## src/rtl/ysyx_23060203_div_pkg.sv

```systemverilog
// Shared encodings for the iterative 32-bit divider: operation codes, FSM states
// and the datapath width.
package ysyx_23060203_div_pkg;

    localparam int unsigned Width = 32;
    localparam int unsigned CntW  = 6;
    localparam logic [CntW-1:0] LastIter = 6'd31;

    typedef enum logic [1:0] {
        OpDiv  = 2'b00,
        OpDivu = 2'b01,
        OpRem  = 2'b10,
        OpRemu = 2'b11
    } div_op_e;

    typedef enum logic [1:0] {
        StIdle = 2'b00,
        StCalc = 2'b01,
        StDone = 2'b10
    } div_state_e;

    function automatic logic op_is_signed(input div_op_e op);
        return (op == OpDiv) || (op == OpRem);
    endfunction

    function automatic logic op_is_rem(input div_op_e op);
        return (op == OpRem) || (op == OpRemu);
    endfunction

endpackage

```

## src/rtl/ysyx_23060203_div.sv

```systemverilog
// Iterative restoring divider: one quotient bit per cycle on operand magnitudes,
// single-cycle fast path for divide-by-zero and signed overflow, registered outputs.
module ysyx_23060203_div
    import ysyx_23060203_div_pkg::*;
(
    input  logic              clock,
    input  logic              reset,
    input  logic              flush,
    input  logic              in_valid,
    output logic              in_ready,
    input  logic [Width-1:0]  in_a,
    input  logic [Width-1:0]  in_b,
    input  logic [1:0]        in_op,
    output logic              out_valid,
    input  logic              out_ready,
    output logic [Width-1:0]  out_val
);

    div_state_e       state_q;
    logic [CntW-1:0]  cnt_q;
    logic [Width-1:0] quo_q, rem_q, dvs_q;
    logic             neg_quo_q, neg_rem_q, is_rem_q;
    logic             in_ready_q, out_valid_q;
    logic [Width-1:0] out_val_q;

    // Request decode
    div_op_e          op_in;
    logic             sgn_in, rem_in, a_neg, b_neg, div_zero, ovf, fast;
    logic [Width-1:0] a_mag, b_mag, fast_val;

    always_comb begin
        op_in    = div_op_e'(in_op);
        sgn_in   = op_is_signed(op_in);
        rem_in   = op_is_rem(op_in);
        a_neg    = sgn_in & in_a[Width-1];
        b_neg    = sgn_in & in_b[Width-1];
        a_mag    = a_neg ? (~in_a + 32'd1) : in_a;
        b_mag    = b_neg ? (~in_b + 32'd1) : in_b;
        div_zero = (in_b == 32'd0);
        ovf      = sgn_in && (in_a == 32'h8000_0000) && (in_b == 32'hFFFF_FFFF);
        fast     = div_zero | ovf;
        if (div_zero) begin
            fast_val = rem_in ? in_a : 32'hFFFF_FFFF;
        end else begin
            fast_val = rem_in ? 32'd0 : 32'h8000_0000;
        end
    end

    // One restoring step; bit 32 of the difference is the borrow.
    logic [Width:0]   rem_shift, diff;
    logic             ge;
    logic [Width-1:0] quo_nxt, rem_nxt, quo_fix, rem_fix, fin_val;

    always_comb begin
        rem_shift = {rem_q, quo_q[Width-1]};
        diff      = rem_shift - {1'b0, dvs_q};
        ge        = ~diff[Width];
        rem_nxt   = ge ? diff[Width-1:0] : rem_shift[Width-1:0];
        quo_nxt   = {quo_q[Width-2:0], ge};
        quo_fix   = neg_quo_q ? (~quo_nxt + 32'd1) : quo_nxt;
        rem_fix   = neg_rem_q ? (~rem_nxt + 32'd1) : rem_nxt;
        fin_val   = is_rem_q ? rem_fix : quo_fix;
    end

    always_ff @(posedge clock) begin
        if (!reset) begin
            state_q     <= StIdle;
            cnt_q       <= '0;
            quo_q       <= '0;
            rem_q       <= '0;
            dvs_q       <= '0;
            neg_quo_q   <= 1'b0;
            neg_rem_q   <= 1'b0;
            is_rem_q    <= 1'b0;
            in_ready_q  <= 1'b1;
            out_valid_q <= 1'b0;
            out_val_q   <= '0;
        end else if (flush) begin
            state_q     <= StIdle;
            cnt_q       <= '0;
            in_ready_q  <= 1'b1;
            out_valid_q <= 1'b0;
        end else begin
            case (state_q)
                StIdle: begin
                    if (in_valid && in_ready_q) begin
                        in_ready_q <= 1'b0;
                        neg_quo_q  <= a_neg ^ b_neg;
                        neg_rem_q  <= a_neg;
                        is_rem_q   <= rem_in;
                        if (fast) begin
                            state_q     <= StDone;
                            out_valid_q <= 1'b1;
                            out_val_q   <= fast_val;
                        end else begin
                            state_q <= StCalc;
                            cnt_q   <= '0;
                            quo_q   <= a_mag;
                            rem_q   <= '0;
                            dvs_q   <= b_mag;
                        end
                    end
                end
                StCalc: begin
                    quo_q <= quo_nxt;
                    rem_q <= rem_nxt;
                    if (cnt_q == LastIter) begin
                        cnt_q       <= '0;
                        state_q     <= StDone;
                        out_valid_q <= 1'b1;
                        out_val_q   <= fin_val;
                    end else begin
                        cnt_q <= cnt_q + 6'd1;
                    end
                end
                StDone: begin
                    if (out_ready) begin
                        state_q     <= StIdle;
                        out_valid_q <= 1'b0;
                        in_ready_q  <= 1'b1;
                    end
                end
                default: begin
                    state_q     <= StIdle;
                    cnt_q       <= '0;
                    in_ready_q  <= 1'b1;
                    out_valid_q <= 1'b0;
                end
            endcase
        end
    end

    assign in_ready  = in_ready_q;
    assign out_valid = out_valid_q;
    assign out_val   = out_val_q;

endmodule

```

## config.mk

```make
export PLATFORM = sky130hd
export DESIGN_NAME = ysyx_23060203_div
export DESIGN_NICKNAME = d
export VERILOG_FILES = /design/src/rtl/ysyx_23060203_div_pkg.sv /design/src/rtl/ysyx_23060203_div.sv
export SDC_FILE = /design/constraint.sdc
export NUM_CORES = 1
export LEC_CHECK = 0
export ABC_AREA = 0
export CORE_MARGIN = 8
export CORE_UTILIZATION = 60
export DETAILED_ROUTE_END_ITERATION = 10
export GPL_TIMING_DRIVEN = 0
export PLACE_DENSITY = 0.93
export REMOVE_ABC_BUFFERS = 1
export SYNTH_ARGS = -nofsm -noshare
export SYNTH_HDL_FRONTEND = slang
export SYNTH_SLANG_ARGS = --single-unit
```

## constraint.sdc

```tcl
create_clock -name clock -period 5.6 [get_ports clock]
set_input_delay 1.68 -clock clock [delete_from_list [all_inputs] [get_ports clock]]
set_output_delay 1.68 -clock clock [all_outputs]
set_load 0.005 [all_outputs]
```

* After elaboration in Yosys (flattened, before gate mapping)
Cells that the tools add are included.
Cells by class: reductions and logical operators 18, bitwise operators 14, multiplexer cells 36, eq/ne operators 12, add/subtract/negate cells 6
Operators by type and width (number):
- $mux W32 | 16
- $pmux W32 S2 | 3
- $add A32 B1 Y32 const B | 4
- $not A32 Y32 | 4
- $eq A32 B32 Y1 const B | 2
- $sub A33 B32 Y33 | 1
- $logic_not A32 Y1 | 1
- $mux W6 | 3
- $pmux W6 S3 | 1
- $reduce_and A3 Y1 | 4
- $reduce_and A4 Y1 | 3
- $ne A2 B2 Y1 const B | 5
- $mux W2 | 4
- $add A6 B1 Y6 const B | 1
- $eq A2 B2 Y1 const B | 3
- $eq A6 B5 Y1 const B | 1
- $mux W1 | 6
- $not A1 Y1 | 6
- $pmux W1 S3 | 2
- $pmux W2 S3 | 1
- $reduce_and A5 Y1 | 1
- $logic_not A2 Y1 | 2
- $logic_and A1 B1 Y1 | 3
- $and A1 B1 Y1 | 2
- other kinds (6) | 7
Storage, ports and cells: bits of input ports 71, logic and storage cells 97, register bits after elaboration 141

* Logic depth before layout (Yosys ltp)
Gate-level depths: netlist (run 1).
depth after elaboration 8, mapped depth 26, mapped depth without buffers 22

* Least setup slack after synthesis (run 1)
OpenSTA, ideal clock, no wires.
kind flip-flop to flip-flop, start register quo_q[31], end register out_val_q[26], in the netlist out_val[26], path slack 0.608 ns, required time 5.464 ns, buffers on the path 3, stages on the path, launching flop included 25, arrival time 4.856 ns, cells stage by stage dfxtp_1 > inv_1 > ha_1 > fa_1 > nand2b_1 > a21oi_2 > o21ai_4 > o21ai_2 > a221o_2 > nor2_4 > inv_2 > buf_6 > clkbuf_1 > clkbuf_1 > ha_1 > nand2b_1 > or3_1 > nand2b_1 > o31a_1 > nand2b_1 > xnor2_1 > o32ai_1 > a41o_1 > o21ai_1 > a31oi_1
Between the ends: longest elaborated chain between the ends 8, elaborated cells between the ends (all ways) 12, those cells by class 3 x add/sub; 6 x mux; 3 x bitwise
RTL lines:
- from (decl) | line ysyx_23060203_div.sv:21 | logic [Width-1:0] quo_q, rem_q, dvs_q;
- from (signal assigned) | line ysyx_23060203_div.sv:98 | quo_q <= a_mag;
- from (signal assigned) | line ysyx_23060203_div.sv:105 | quo_q <= quo_nxt;
- $sub A33 B32 Y33 | line ysyx_23060203_div.sv:56 | diff = rem_shift - {1'b0, dvs_q};
- $mux W32 / $not A1 Y1 (equally long branches) | line ysyx_23060203_div.sv:58, ysyx_23060203_div.sv:57
- $not A32 Y32 (on tied branches) | line ysyx_23060203_div.sv:61, ysyx_23060203_div.sv:60
- $add A32 B1 Y32 (on tied branches) | line ysyx_23060203_div.sv:61, ysyx_23060203_div.sv:60
- $mux W32 (on tied branches) | line ysyx_23060203_div.sv:61, ysyx_23060203_div.sv:60
- $mux W32 (*) | line ysyx_23060203_div.sv:62 | fin_val = is_rem_q ? rem_fix : quo_fix;
- $mux W32 (*) | line ysyx_23060203_div.sv:107 | if (cnt_q == LastIter) begin
- $pmux W32 S2 (*) | line ysyx_23060203_div.sv:84 | case (state_q)
- to (signal assigned) | line ysyx_23060203_div.sv:94 | out_val_q <= fast_val;
- to (signal assigned) | line ysyx_23060203_div.sv:111 | out_val_q <= fin_val;
- to (decl) | line ysyx_23060203_div.sv:24 | logic [Width-1:0] out_val_q;
Mark *: on every way between the ends. The rest lies on a longest branch, timed or not. The select of a mux whose other input is x is not followed. A chain may end at the register's enable or synchronous reset.

* Worst setup path after layout (run 1)
start input in_b[12], end register out_val_q[21], in the netlist out_val[21]
Between the ends: longest elaborated chain between the ends 5, elaborated cells between the ends (all ways) 10, those cells by class 2 x eq/ne; 4 x mux; 1 x bitwise; 3 x reduce/logical
RTL lines:
- from (decl) | line ysyx_23060203_div.sv:12 | input logic [Width-1:0] in_b,
- $eq A32 B32 Y1 / $logic_not A32 Y1 (equally long branches) | line ysyx_23060203_div.sv:40, ysyx_23060203_div.sv:39
- $logic_and A1 B1 Y1 / $mux W32 (equally long branches) | line ysyx_23060203_div.sv:40, ysyx_23060203_div.sv:42
- $or A1 B1 Y1 / $mux W32 (equally long branches) | line ysyx_23060203_div.sv:41, ysyx_23060203_div.sv:91
- $ne A2 B2 Y1 (no source line) / $mux W32 (equally long branches)
- $reduce_and A5 Y1 (no source line) / $pmux W32 S2 (equally long branches)
Several ways; a longest one is shown, not always the timed one. The select of a mux whose other input is x is not followed.

==> impl_table.tex, run 1 <==
\begin{tabular}{lr}
\hline
Metric & Value \\
\hline
\multicolumn{2}{l}{\textbf{Run status}} \\
\quad Result of the run & finished, final reports clean \\
\multicolumn{2}{l}{\textbf{Power}} \\
\quad Max IR drop VDD & 232 uV \\
\quad Sum of internal, switching and leakage power & 3.13 mW \\
\quad Power per unit of standard cell area & 230 nW/um2 \\
\quad Standby leakage power & 5.03 nW \\
\multicolumn{2}{l}{\textbf{Global routing}} \\
\quad Overall overflow remaining after global route & 0 \\
\quad Pin count of the biggest net entering global routing & 58 \\
\quad Gr usage total & 0.297 \\
\quad Vias in the first global route & 12,135 \\
\quad Wire length of the first global-routing pass & 59,300 um \\
\quad Initial antenna violation count & 1 \\
\multicolumn{2}{l}{\textbf{Die}} \\
\quad Core footprint & 19,300 um2 \\
\quad Initial Utilization & 0.609 \\
\quad Count of standard-cell rows & 51 \\
\quad Die ar. & 24,300 um2 \\
\quad Boundary pin count & 105 \\
\quad Chip Height & 156 um \\
\quad Die width & 156 um \\
\multicolumn{2}{l}{\textbf{Clock tree}} \\
\quad H-Tree Level Count & 4 \\
\quad Worst-skew pair later-pin latency & 440 ps \\
\quad Buffer cell driving the clock tree root & sky130\_fd\_sc\_hd\_\_clkbuf\_16 \\
\quad CTS clk-pin slew, worst paths & 60 ps \\
\quad Number of hold buffers added after cts & 0 \\
\quad CTS tree & built \\
\quad Max Root-Sink Buffers & 2 \\
\quad Clock sink count & 141 \\
\quad Total CTS buffers & 17 \\
\multicolumn{2}{l}{\textbf{STA}} \\
\quad Total count of max-transition violations in the final report & 0 \\
\quad Maximum operating frequency & 0.186 GHz \\
\quad Worst hold slack & 458 ps \\
\quad Transition time at the pin with the least slew margin & 1350 ps \\
\quad Clock period minus worst slack & 5380 ps \\
\quad Final-report setup violation count & 0 \\
\quad Unrepaired setup endpoints after global routing & no \\
\quad Worst slew margin & 0.0934 \\
\quad Final period util & 0.960 \\
\quad Number of endpoints with negative hold slack in the final report & 0 \\
\quad Skew final & 6.12 ps \\
\quad Setup tns final & 0 ps \\
\quad Worst setup margin & 223 ps \\
\multicolumn{2}{l}{\textbf{Worst setup path}} \\
\quad Endpoint arrival time on the critical path & 5750 ps \\
\quad Crit path buffers/inverters & 3 \\
\quad CP Launch Type & input port \\
\quad Kind of capture point of the worst setup path & flip-flop \\
\quad Type of the worst setup path & in2reg \\
\quad Series of cell instances along the critical path & clkdlybuf4s50\_1 -> or4\_1 -> nor3\_1 -> nand2b\_1 -> nand2b\_1 -> nor4\_4 -> buf\_4 -> o21bai\_2 -> a31oi\_1 -> nor4\_4 -> buf\_4 -> nand2\_1 -> a221oi\_1 -> o21ai\_0 -> nand2\_1 \\
\quad Worst path required time & 5980 ps \\
\quad Crit path largest cell delay & 600 ps \\
\quad Family of cells with the greatest summed delay on the critical path & simple AND/OR/NAND/NOR gates \\
\quad Largest fanout of any net on the critical path & 7 \\
\quad Master of the slowest instance on the critical path & sky130\_fd\_sc\_hd\_\_or4\_1 \\
\multicolumn{2}{l}{\textbf{Finish}} \\
\quad Area growth from synthesis to final layout & 15.7\% \\
\quad Share of final-layout standard cells stronger than drive strength 1 & 0.0593 \\
\quad Fill cell instance count of the final layout & 1,510 \\
\quad Count of non-filler cells in the finished layout & 1,968 \\
\quad Total number of nets in the final design & 1,800 \\
\quad Post-route cell area & 13,600 um2 \\
\quad Antenna diode count & 0 \\
\quad Layout Utilization & 0.704 \\
\quad Multi-input combinational cell area & 8400 um2 \\
\quad Storage element area & 2820 um2 \\
\multicolumn{2}{l}{\textbf{Synthesis}} \\
\quad Async set-or-reset flop fraction in the synthesized netlist & 0 \\
\quad Fraction of the yosys area taken by sequential cells & 0.240 \\
\quad Syn\_area\_per\_cell & 7.14 um2 \\
\quad Synthesis warning total & 0 \\
\quad Number of register bits inferred by synthesis & 141 \\
\quad Count of mapped cells out of synthesis & 1,647 \\
\quad Primary flip-flop cell chosen by synthesis mapping & sky130\_fd\_sc\_hd\_\_dfxtp\_1 \\
\quad Distinct cells, synth & 89 \\
\quad Netlist area before placement & 11,800 um2 \\
\quad Number of enable flip-flop cells after synthesis & 0 \\
\multicolumn{2}{l}{\textbf{Worst hold path}} \\
\quad Class of the tightest hold or removal check & reg2reg \\
\multicolumn{2}{l}{\textbf{Place}} \\
\quad Total placed cells including tap cells & 1,928 \\
\quad DP Area & 12,900 um2 \\
\quad Gpl congestion & 0.947 \\
\quad Worst slack at placement & -966 ps \\
\quad Half-perimeter wire length after placement & 26,600 um \\
\quad Number of buffers added on ports & 104 \\
\multicolumn{2}{l}{\textbf{Detailed routing}} \\
\quad Routed vias & 13,054 \\
\quad Via-per-instance ratio & 6.63 \\
\quad Post-DRT Antenna Nets & 0 \\
\quad Drt initial violations & 1,666 \\
\quad Detailed-router iteration count before antenna repair & 6 \\
\quad Detailed-route wire length & 37,200 um \\
\quad Avg WL per Cell & 18.9 um \\
\quad Remaining routing DRC violations & 0 \\
\multicolumn{2}{l}{\textbf{Flow run}} \\
\quad Number of violations of the max-capacitance limit & 0 \\
\hline
\end{tabular}
[worst min-delay path, stage by stage, from the launching register on]
cell and delay [ps]:
sky130_fd_sc_hd__dfxtp_1 310, sky130_fd_sc_hd__nand3_1 60, sky130_fd_sc_hd__nand2_1 50
[cell usage after synthesis (9+ instances only)]
cell,instances,area share
sky130_fd_sc_hd__nor3_1,40,0.017
sky130_fd_sc_hd__and2_1,12,0.0064
sky130_fd_sc_hd__o21ai_1,10,0.0043
sky130_fd_sc_hd__a22oi_1,21,0.013
sky130_fd_sc_hd__o31ai_1,20,0.013
sky130_fd_sc_hd__nand2_1,120,0.038
sky130_fd_sc_hd__a21o_1,12,0.0077
sky130_fd_sc_hd__a31oi_1,22,0.012
sky130_fd_sc_hd__nor2b_1,14,0.0074
sky130_fd_sc_hd__xnor2_1,69,0.051
sky130_fd_sc_hd__o41ai_1,9,0.0067
sky130_fd_sc_hd__inv_1,56,0.018
sky130_fd_sc_hd__nand4_1,20,0.011
sky130_fd_sc_hd__dfxtp_1,141,0.24
sky130_fd_sc_hd__or4_1,14,0.0089
sky130_fd_sc_hd__o21a_1,11,0.0070
sky130_fd_sc_hd__nand2b_1,20,0.011
sky130_fd_sc_hd__ha_1,38,0.040
sky130_fd_sc_hd__buf_2,15,0.0064
sky130_fd_sc_hd__xor2_1,56,0.042
sky130_fd_sc_hd__o21ai_0,132,0.056
sky130_fd_sc_hd__nor4_1,22,0.012
sky130_fd_sc_hd__clkbuf_1,74,0.024
sky130_fd_sc_hd__mux2i_1,28,0.024
sky130_fd_sc_hd__nor2_1,255,0.081
sky130_fd_sc_hd__nand3_1,22,0.0094
sky130_fd_sc_hd__o211ai_1,21,0.013
sky130_fd_sc_hd__or3_1,23,0.012
sky130_fd_sc_hd__a21oi_1,146,0.062
sky130_fd_sc_hd__a211oi_1,73,0.047
[placed cells by master, fill, tap and decap left out, types with 9 or more instances in the layout]
cell                                n
sky130_fd_sc_hd__ha_1              38
sky130_fd_sc_hd__dfxtp_1          140
sky130_fd_sc_hd__o211ai_1          21
sky130_fd_sc_hd__o21ai_1            9
sky130_fd_sc_hd__or4_1             14
sky130_fd_sc_hd__a211oi_1          73
sky130_fd_sc_hd__nand3_1           22
sky130_fd_sc_hd__nor4_1            19
sky130_fd_sc_hd__nor3_1            39
sky130_fd_sc_hd__o21ai_0          132
sky130_fd_sc_hd__nor2_1           255
sky130_fd_sc_hd__a21o_1            12
sky130_fd_sc_hd__o31ai_1           20
sky130_fd_sc_hd__clkbuf_16         17
sky130_fd_sc_hd__buf_4             15
sky130_fd_sc_hd__a21oi_1          146
sky130_fd_sc_hd__nand4_1           20
sky130_fd_sc_hd__nand2b_1          20
sky130_fd_sc_hd__or3_1             23
sky130_fd_sc_hd__xnor2_1           69
sky130_fd_sc_hd__a22oi_1           21
sky130_fd_sc_hd__nor2b_1           13
sky130_fd_sc_hd__a31oi_1           22
sky130_fd_sc_hd__inv_1             56
sky130_fd_sc_hd__clkdlybuf4s50_1  104
sky130_fd_sc_hd__mux2i_1           28
sky130_fd_sc_hd__nand2_1          119
sky130_fd_sc_hd__and2_1            13
sky130_fd_sc_hd__o21a_1            11
sky130_fd_sc_hd__o41ai_1            9
sky130_fd_sc_hd__xor2_1            56
[final cells by class]
cell class	instances	share of cell area
Sequential cell	141	0.207
Inverter	58	0.0167
Clock inverter	12	0.0100
Clock buffer	20	0.0335
Tap cell	265	0.0243
Multi-Input combinational cell	1349	0.617
Timing Repair Buffer	123	0.0911
[per-layer routing]
layer / vias up / GRT usage / wire length [um]
li1: 6074 / - / -
met4: 2 / 0.173 / 1780
met1: 6022 / 0.359 / 14200
met2: 795 / 0.484 / 17400
met3: 161 / 0.0554 / 3830
met5: - / 0 / 10
[registers in the layout, indices dropped and copies added, names as in the netlist]
signal     count
state_q        2
in_ready       1
out_valid      1
out_val       32
neg_rem_q      1
neg_quo_q      1
cnt_q          6
is_rem_q       1
rem_q         32
dvs_q         32
quo_q         32
[report_power, final]
| part | internal [mW] | total, mW | switching [mW] |
|---|---|---|---|
| logic | 0.338 | 0.869 | 0.531 |
| registers | 1.05 | 1.10 | 0.0496 |
| clock network | 0.683 | 1.17 | 0.486 |
[cells by family after synthesis]
| group | after synthesis | synth area share |
|---|---|---|
| adders and majority gates | 39 | 0.0421 |
| muxes | 31 | 0.0267 |
| AOI/OAI and AO/OA | 554 | 0.305 |
| buffers and inverters | 159 | 0.0552 |
| DFF | 141 | 0.240 |
| xor gates and xnor gates | 125 | 0.0930 |
| and+or+nand+nor | 598 | 0.238 |
[path summary, 6_finish.rpt]
check,startpoint,end,slack [ps],depth (start not counted)
worst max-delay path,in_b[12],out_val[21]$_SDFFE_PN0P_,220,15
worst min-delay path,out_val[21]$_SDFFE_PN0P_,out_val[21]$_SDFFE_PN0P_,460,2
worst max register to register,rem_q[16]$_SDFFE_PN0P_,out_val[26]$_SDFFE_PN0P_,240,19
worst min register to register,out_val[21]$_SDFFE_PN0P_,out_val[21]$_SDFFE_PN0P_,460,2
[what timing repair did]
item / 4_1_cts / 5_1_grt
resized for setup: 4 / 9
setup endpoints to repair: 65 / 20
cloned: 2 / 0
buffers inserted: 3 / 3
endpoints found under the hold margin: 0 / 0
pin swaps: 1 / 3
No activity file was read; power rests on OpenSTA's default activity.
==> run 2, diff against run 1 <==
--- a/config.mk
+++ b/config.mk
@@ -6,12 +6,14 @@
 export NUM_CORES = 1
 export LEC_CHECK = 0
 export ABC_AREA = 0
+export CAP_MARGIN = 20
 export CORE_MARGIN = 8
 export CORE_UTILIZATION = 60
 export DETAILED_ROUTE_END_ITERATION = 10
 export GPL_TIMING_DRIVEN = 0
 export PLACE_DENSITY = 0.93
 export REMOVE_ABC_BUFFERS = 1
+export SLEW_MARGIN = 20
 export SYNTH_ARGS = -nofsm -noshare
 export SYNTH_HDL_FRONTEND = slang
 export SYNTH_SLANG_ARGS = --single-unit
==> run 2 against run 1 <==
  * Global-route usage rose by 0.66 points
  * Sequential power barely moved
  * Core utilization rose by 0.81 points
==> impl_table.tex, run 2 (synthesis results as in run 1) <==
\begin{tabular}{lr}
\hline
Metric & Value \\
\hline
\multicolumn{2}{l}{\textbf{Run status}} \\
\quad Result of the run & finished, final reports clean \\
\multicolumn{2}{l}{\textbf{Clock tree}} \\
\quad Clock sink count & 141 \\
\quad Total CTS buffers & 17 \\
\quad CTS clk-pin slew, worst paths & 60 ps \\
\quad H-Tree Level Count & 4 \\
\quad Max Root-Sink Buffers & 2 \\
\quad Number of hold buffers added after cts & 0 \\
\quad Buffer cell driving the clock tree root & sky130\_fd\_sc\_hd\_\_clkbuf\_16 \\
\quad CTS tree & built \\
\quad Worst-skew pair later-pin latency & 440 ps \\
\multicolumn{2}{l}{\textbf{STA}} \\
\quad Clock period minus worst slack & 5410 ps \\
\quad Number of endpoints with negative hold slack in the final report & 0 \\
\quad Total count of max-transition violations in the final report & 0 \\
\quad Maximum operating frequency & 0.185 GHz \\
\quad Worst slew margin & 0.222 \\
\quad Skew final & 9.99 ps \\
\quad Unrepaired setup endpoints after global routing & no \\
\quad Final-report setup violation count & 0 \\
\quad Worst setup margin & 189 ps \\
\quad Transition time at the pin with the least slew margin & 1170 ps \\
\quad Final period util & 0.966 \\
\multicolumn{2}{l}{\textbf{Die}} \\
\quad Boundary pin count & 105 \\
\quad Die ar. & 24,300 um2 \\
\quad Initial Utilization & 0.609 \\
\quad Count of standard-cell rows & 51 \\
\quad Chip Height & 156 um \\
\quad Die width & 156 um \\
\quad Core footprint & 19,300 um2 \\
\multicolumn{2}{l}{\textbf{Worst setup path}} \\
\quad Setup slack, reg-to-reg & 270 ps \\
\quad Endpoint arrival time on the critical path & 5720 ps \\
\quad Largest fanout of any net on the critical path & 11 \\
\quad Kind of capture point of the worst setup path & flip-flop \\
\quad R2r endpoint & out\_val[26]\$\_SDFFE\_PN0P\_ \\
\quad Worst path required time & 5910 ps \\
\quad Type of the worst setup path & in2reg \\
\quad CP Launch Type & input port \\
\quad Worst setup path startpoint & in\_a[25] \\
\quad Start of the worst register-to-register path & quo\_q[31]\$\_SDFFE\_PN0P\_ \\
\quad Worst Reg-to-Reg Cells & 21 \\
\multicolumn{2}{l}{\textbf{Finish}} \\
\quad Total number of nets in the final design & 1,809 \\
\quad Area growth from synthesis to final layout & 17.1\% \\
\quad Most common library cell in the layout ignoring fill and taps & sky130\_fd\_sc\_hd\_\_nor2\_1 \\
\quad Antenna diode count & 0 \\
\quad Highest-count cells in the layout ignoring fill and taps & 254 x sky130\_fd\_sc\_hd\_\_nor2\_1, 146 x sky130\_fd\_sc\_hd\_\_a21oi\_1, 139 x sky130\_fd\_sc\_hd\_\_dfxtp\_1 \\
\quad Share of final-layout standard cells stronger than drive strength 1 & 0.0666 \\
\multicolumn{2}{l}{\textbf{Place}} \\
\quad Worst slack at placement & -1210 ps \\
\quad Half-perimeter wire length after placement & 26,800 um \\
\quad Number of buffers added on ports & 104 \\
\quad Gpl congestion & 0.947 \\
\multicolumn{2}{l}{\textbf{Global routing}} \\
\quad Gr usage total & 0.303 \\
\quad Initial antenna violation count & 0 \\
\quad Pin count of the biggest net entering global routing & 79 \\
\quad Vias in the first global route & 12,372 \\
\quad Wire length of the first global-routing pass & 60,500 um \\
\quad Overall overflow remaining after global route & 0 \\
\multicolumn{2}{l}{\textbf{Worst hold path}} \\
\quad Capture endpoint of the worst hold path & out\_val[21]\$\_SDFFE\_PN0P\_ \\
\quad Start point of the worst hold path & out\_val[21]\$\_SDFFE\_PN0P\_ \\
\quad Class of the tightest hold or removal check & reg2reg \\
\quad Count of cells along the worst hold path & 2 \\
\multicolumn{2}{l}{\textbf{Detailed routing}} \\
\quad Post-DRT Antenna Nets & 0 \\
\quad Detailed-route wire length & 38,000 um \\
\quad Routed vias & 13,122 \\
\quad Detailed-router iteration count before antenna repair & 9 \\
\quad Remaining routing DRC violations & 0 \\
\quad Drt initial violations & 1,784 \\
\quad Avg WL per Cell & 19.2 um \\
\quad Via-per-instance ratio & 6.64 \\
\multicolumn{2}{l}{\textbf{Power}} \\
\quad Standby leakage power & 5.13 nW \\
\quad Power per unit of standard cell area & 237 nW/um2 \\
\quad Sum of internal, switching and leakage power & 3.27 mW \\
\quad Max IR drop VDD & 239 uV \\
\multicolumn{2}{l}{\textbf{Flow run}} \\
\quad Number of violations of the max-capacitance limit & 0 \\
\hline
\end{tabular}
==> run 2: stage by stage <==
step / TNS (ps) / cells / hold slack [ps] / utilization / cell area, um2
floorplan: -207260 / 1546 / 450 / - / 11300
global placement: -584640 / 1915 / 445 / 0.657 / 12700
detailed placement: -65770 / 1931 / 463 / 0.669 / 12900
CTS: 0 / 1970 / 477 / 0.707 / 13700
global route: 0 / 1977 / 503 / 0.712 / 13800
finish: 0 / 1977 / 466 / 0.712 / 13800
==> run 2: worst max path at each step <==
stage,to,slack (ps),depth (start not counted)
after detailed placement,out_val[31]$_SDFFE_PN0P_,-1210,14
after CTS,dvs_q[26]$_SDFFE_PN0P_,4,17
after global placement,dvs_q[31]$_SDFFE_PN0P_,-5250,8
after global routing,dvs_q[26]$_SDFFE_PN0P_,30,18
final,dvs_q[30]$_SDFFE_PN0P_,190,16
after floorplan,dvs_q[31]$_SDFFE_PN0P_,-2440,10
==> run 2: where the power goes <==
group | internal (mW) | switching [mW] | leakage [nW]
registers | 1.05 | 0.0503 | 1.15
clock network | 0.808 | 0.485 | 0.312
logic | 0.343 | 0.538 | 3.67
==> run 2: per-layer routing <==
| layer | vias up | wire (um) | global-route usage |
|---|---|---|---|
| met1 | 6056 | 14600 | 0.363 |
| met2 | 792 | 17600 | 0.497 |
| met5 | - | 0 | 0 |
| met4 | 0 | 1950 | 0.178 |
| met3 | 169 | 3760 | 0.0601 |
| li1 | 6105 | - | - |
==> run 2: worst max-delay path: stages <==
cell,delay [ps]
sky130_fd_sc_hd__clkdlybuf4s50_1,530
sky130_fd_sc_hd__or3_1,450
sky130_fd_sc_hd__or3_1,340
sky130_fd_sc_hd__nor2_1,380
sky130_fd_sc_hd__nand4_1,320
sky130_fd_sc_hd__o21bai_2,410
sky130_fd_sc_hd__nor4b_2,80
sky130_fd_sc_hd__buf_2,200
sky130_fd_sc_hd__buf_2,190
sky130_fd_sc_hd__buf_4,180
sky130_fd_sc_hd__buf_2,180
sky130_fd_sc_hd__buf_2,190
sky130_fd_sc_hd__buf_2,190
sky130_fd_sc_hd__buf_4,170
sky130_fd_sc_hd__mux2i_1,150
sky130_fd_sc_hd__nor2_1,50
==> run 2: layout make-up <==
| type | instances | area, um2 |
|---|---|---|
| well taps | 265 | 332 |
| flip-flops and latches | 141 | 2830 |
| clock inverters | 12 | 209 |
| clock buffers | 20 | 447 |
| inverters | 58 | 228 |
| repair buffers | 132 | 1320 |
| fillers | 1465 | 5560 |
| multi-input cells | 1349 | 8420 |
==> run 2: what timing repair did <==
action | 4_1_cts | 5_1_grt
setup buffers | 5 | 6
gates resized for setup | 6 | 8
pin swaps | 2 | 4
cloned | 2 | 0
setup endpoints to repair | 73 | 39
==> run 3, diff against run 2 <==
--- a/config.mk
+++ b/config.mk
@@ -10,7 +10,6 @@
 export CORE_MARGIN = 8
 export CORE_UTILIZATION = 60
 export DETAILED_ROUTE_END_ITERATION = 10
-export GPL_TIMING_DRIVEN = 0
 export PLACE_DENSITY = 0.93
 export REMOVE_ABC_BUFFERS = 1
 export SLEW_MARGIN = 20
==> run 3 against run 2 <==
  * Hold slack better by 10 ps
  * Highest routed layer unchanged
  * Register-to-register slack better by 60 ps
  * Sequential share of layout area up 0.32 points
  * Setup slack worse by 38 ps
  * Non-clock buffer count unchanged
  * Critical endpoint is now out_val[30]$_SDFFE_PN0P_
  * Clock-buffer cell count up 1
  * Via count up 1.1%
  * Cell area down 1.6%
  * Core utilization down 1.1 points
==> impl_table.tex, run 3 (synthesis results as in run 1) <==
\begin{tabular}{lr}
\hline
Metric & Value \\
\hline
\multicolumn{2}{l}{\textbf{Power}} \\
\quad Max IR drop VDD & 226 uV \\
\quad Standby leakage power & 5.02 nW \\
\quad Power per unit of standard cell area & 231 nW/um2 \\
\multicolumn{2}{l}{\textbf{Worst setup path}} \\
\quad Start of the worst register-to-register path & quo\_q[31]\$\_SDFFE\_PN0P\_ \\
\quad Most numerous cell on the critical path & sky130\_fd\_sc\_hd\_\_or3\_1 \\
\quad Worst path required time & 5950 ps \\
\quad Master of the slowest instance on the critical path & sky130\_fd\_sc\_hd\_\_clkdlybuf4s50\_1 \\
\quad Type of the worst setup path & in2reg \\
\quad Crit path buffers/inverters & 2 \\
\quad Endpoint arrival time on the critical path & 5800 ps \\
\quad Family of cells with the greatest summed delay on the critical path & simple AND/OR/NAND/NOR gates \\
\quad Worst setup path startpoint & in\_a[25] \\
\quad Largest fanout of any net on the critical path & 14 \\
\quad R2r endpoint & out\_val[26]\$\_SDFFE\_PN0P\_ \\
\quad CP Launch Type & input port \\
\quad Kind of capture point of the worst setup path & flip-flop \\
\quad Series of cell instances along the critical path & clkdlybuf4s50\_1 -> or3\_1 -> or3\_1 -> nor2\_1 -> nand4\_1 -> o21bai\_1 -> a31oi\_1 -> nor4\_2 -> buf\_4 -> nand3\_1 -> o22ai\_1 \\
\quad Crit path largest cell delay & 530 ps \\
\quad Setup slack, reg-to-reg & 330 ps \\
\quad Worst Reg-to-Reg Cells & 21 \\
\multicolumn{2}{l}{\textbf{Clock tree}} \\
\quad Total CTS buffers & 17 \\
\quad CTS clk-pin slew, worst paths & 60 ps \\
\quad H-Tree Level Count & 4 \\
\quad Max Root-Sink Buffers & 2 \\
\quad Worst-skew pair later-pin latency & 430 ps \\
\quad CTS tree & built \\
\quad Buffer cell driving the clock tree root & sky130\_fd\_sc\_hd\_\_clkbuf\_16 \\
\quad Clock sink count & 141 \\
\multicolumn{2}{l}{\textbf{Global routing}} \\
\quad Gr usage total & 0.308 \\
\quad Overall overflow remaining after global route & 0 \\
\quad Wire length of the first global-routing pass & 61,500 um \\
\quad Initial antenna violation count & 0 \\
\quad Vias in the first global route & 12,466 \\
\quad Pin count of the biggest net entering global routing & 78 \\
\multicolumn{2}{l}{\textbf{Die}} \\
\quad Die ar. & 24,300 um2 \\
\quad Count of standard-cell rows & 51 \\
\quad Chip Height & 156 um \\
\quad Boundary pin count & 105 \\
\quad Core footprint & 19,300 um2 \\
\quad Die width & 156 um \\
\quad Initial Utilization & 0.609 \\
\multicolumn{2}{l}{\textbf{Finish}} \\
\quad Share of final-layout standard cells stronger than drive strength 1 & 0.0579 \\
\quad Area growth from synthesis to final layout & 15.2\% \\
\quad Highest-count cells in the layout ignoring fill and taps & 255 x sky130\_fd\_sc\_hd\_\_nor2\_1, 146 x sky130\_fd\_sc\_hd\_\_a21oi\_1, 140 x sky130\_fd\_sc\_hd\_\_dfxtp\_1 \\
\quad Post-route cell area & 13,600 um2 \\
\quad Most common library cell in the layout ignoring fill and taps & sky130\_fd\_sc\_hd\_\_nor2\_1 \\
\quad Antenna diode count & 0 \\
\quad Layout Utilization & 0.701 \\
\quad Fill cell instance count of the final layout & 1,597 \\
\quad Total number of nets in the final design & 1,807 \\
\multicolumn{2}{l}{\textbf{Place}} \\
\quad DP Area & 13,000 um2 \\
\quad Gpl congestion & 0.998 \\
\quad Half-perimeter wire length after placement & 27,700 um \\
\quad Number of buffers added on ports & 104 \\
\multicolumn{2}{l}{\textbf{Flow run}} \\
\quad Number of violations of the max-capacitance limit & 0 \\
\multicolumn{2}{l}{\textbf{STA}} \\
\quad Skew final & 6.54 ps \\
\quad Transition time at the pin with the least slew margin & 905 ps \\
\quad Worst slew margin & 0.389 \\
\quad Unrepaired setup endpoints after global routing & no \\
\quad Final-report setup violation count & 0 \\
\quad Final period util & 0.973 \\
\quad Maximum operating frequency & 0.184 GHz \\
\quad Clock period minus worst slack & 5450 ps \\
\quad Number of endpoints with negative hold slack in the final report & 0 \\
\quad Total count of max-transition violations in the final report & 0 \\
\multicolumn{2}{l}{\textbf{Detailed routing}} \\
\quad Drt initial violations & 1,609 \\
\quad Detailed-route wire length & 38,400 um \\
\quad Detailed-router iteration count before antenna repair & 7 \\
\quad Avg WL per Cell & 19.5 um \\
\quad Remaining routing DRC violations & 0 \\
\quad Post-DRT Antenna Nets & 0 \\
\quad Routed vias & 13,271 \\
\quad Via-per-instance ratio & 6.72 \\
\multicolumn{2}{l}{\textbf{Worst hold path}} \\
\quad Class of the tightest hold or removal check & reg2reg \\
\quad Capture endpoint of the worst hold path & dvs\_q[31]\$\_SDFFE\_PN0P\_ \\
\quad Count of cells along the worst hold path & 2 \\
\quad Start point of the worst hold path & dvs\_q[31]\$\_SDFFE\_PN0P\_ \\
\multicolumn{2}{l}{\textbf{Run status}} \\
\quad Result of the run & finished, final reports clean \\
\hline
\end{tabular}
==> run 3: cell types whose count changed in the layout (fill, tap and decap cells not counted), sizes merged <==
cell / change
bufinv: -2
clkinv: +2
inv: -2
nor2: -2
clkbuf: +1
==> run 3: worst reg2reg max path, stage by stage, from the launching register on <==
cell,delay (ps)
sky130_fd_sc_hd__dfxtp_1,370
sky130_fd_sc_hd__inv_1,90
sky130_fd_sc_hd__ha_1,220
sky130_fd_sc_hd__fa_1,390
sky130_fd_sc_hd__nand2b_1,200
sky130_fd_sc_hd__a21oi_4,260
sky130_fd_sc_hd__o21ai_4,120
sky130_fd_sc_hd__o21ai_2,340
sky130_fd_sc_hd__a221o_2,260
sky130_fd_sc_hd__nor2_4,40
sky130_fd_sc_hd__inv_2,290
sky130_fd_sc_hd__ha_1,270
sky130_fd_sc_hd__nand2b_1,160
sky130_fd_sc_hd__or3_1,410
sky130_fd_sc_hd__nand2b_1,250
sky130_fd_sc_hd__o31a_1,400
sky130_fd_sc_hd__nand2b_1,170
sky130_fd_sc_hd__xnor2_1,290
sky130_fd_sc_hd__o32ai_1,160
sky130_fd_sc_hd__a41o_1,230
sky130_fd_sc_hd__o21ai_1,140
sky130_fd_sc_hd__a31oi_1,90
==> run 3: timing repair <==
| item | in CTS | in global routing |
|---|---|---|
| setup buffers | 0 | 0 |
| resized for setup | 0 | 1 |
| endpoints found under the setup margin | 0 | 1 |
| hold buffers | 0 | 0 |
==> run 3: layout make-up <==
type                       count  area, um2  area share
tap                          265        332      0.0245
multi-input combinational   1347       8330       0.614
inverter                      58        218      0.0161
clock buffer                  21        440      0.0325
sequential                   141       2820       0.208
clock inverter                10        141      0.0104
timing repair buffer         132       1280      0.0941
==> run 3: routing by layer <==
| metal | GRT usage | vias up | wire length [um] |
|---|---|---|---|
| met5 | 0 | - | 0 |
| met4 | 0.187 | 0 | 2020 |
| met3 | 0.0607 | 194 | 3830 |
| met2 | 0.488 | 857 | 17400 |
| met1 | 0.380 | 6127 | 15200 |
| li1 | - | 6093 | - |
==> run 3: how the worst max path moves through the flow <==
stage                                     endpoint  cells past startpoint
after floorplan             dvs_q[31]$_SDFFE_PN0P_                     10
after global placement    out_val[29]$_SDFFE_PN0P_                     11
after detailed placement  out_val[29]$_SDFFE_PN0P_                     11
after CTS                 out_val[29]$_SDFFE_PN0P_                     11
after global routing      out_val[30]$_SDFFE_PN0P_                     22
final                     out_val[30]$_SDFFE_PN0P_                     11
==> run 3: power breakdown <==
group / internal (mW) / switching (mW) / leakage (nW) / total (mW)
sequential: 1.05 / 0.0442 / 1.15 / 1.09
combinational: 0.334 / 0.542 / 3.60 / 0.877
clock: 0.699 / 0.466 / 0.277 / 1.16
total: 2.08 / 1.05 / 5.02 / 3.13
==> run 3: metrics by stage <==
stage          hold slack [ps]  setup TNS, ps  setup WS, ps  std cells  total power [mW]
6_report                   476              0           151       1974              3.13
5_1_grt                    506              0          9.54       1974              3.25
4_1_cts                    478              0           449       1974              3.09
3_5_place_dp               468              0          72.5       1943              1.95
3_3_place_gp               464              0           273       1943              1.92
2_1_floorplan              450        -207260         -2440       1546              1.67
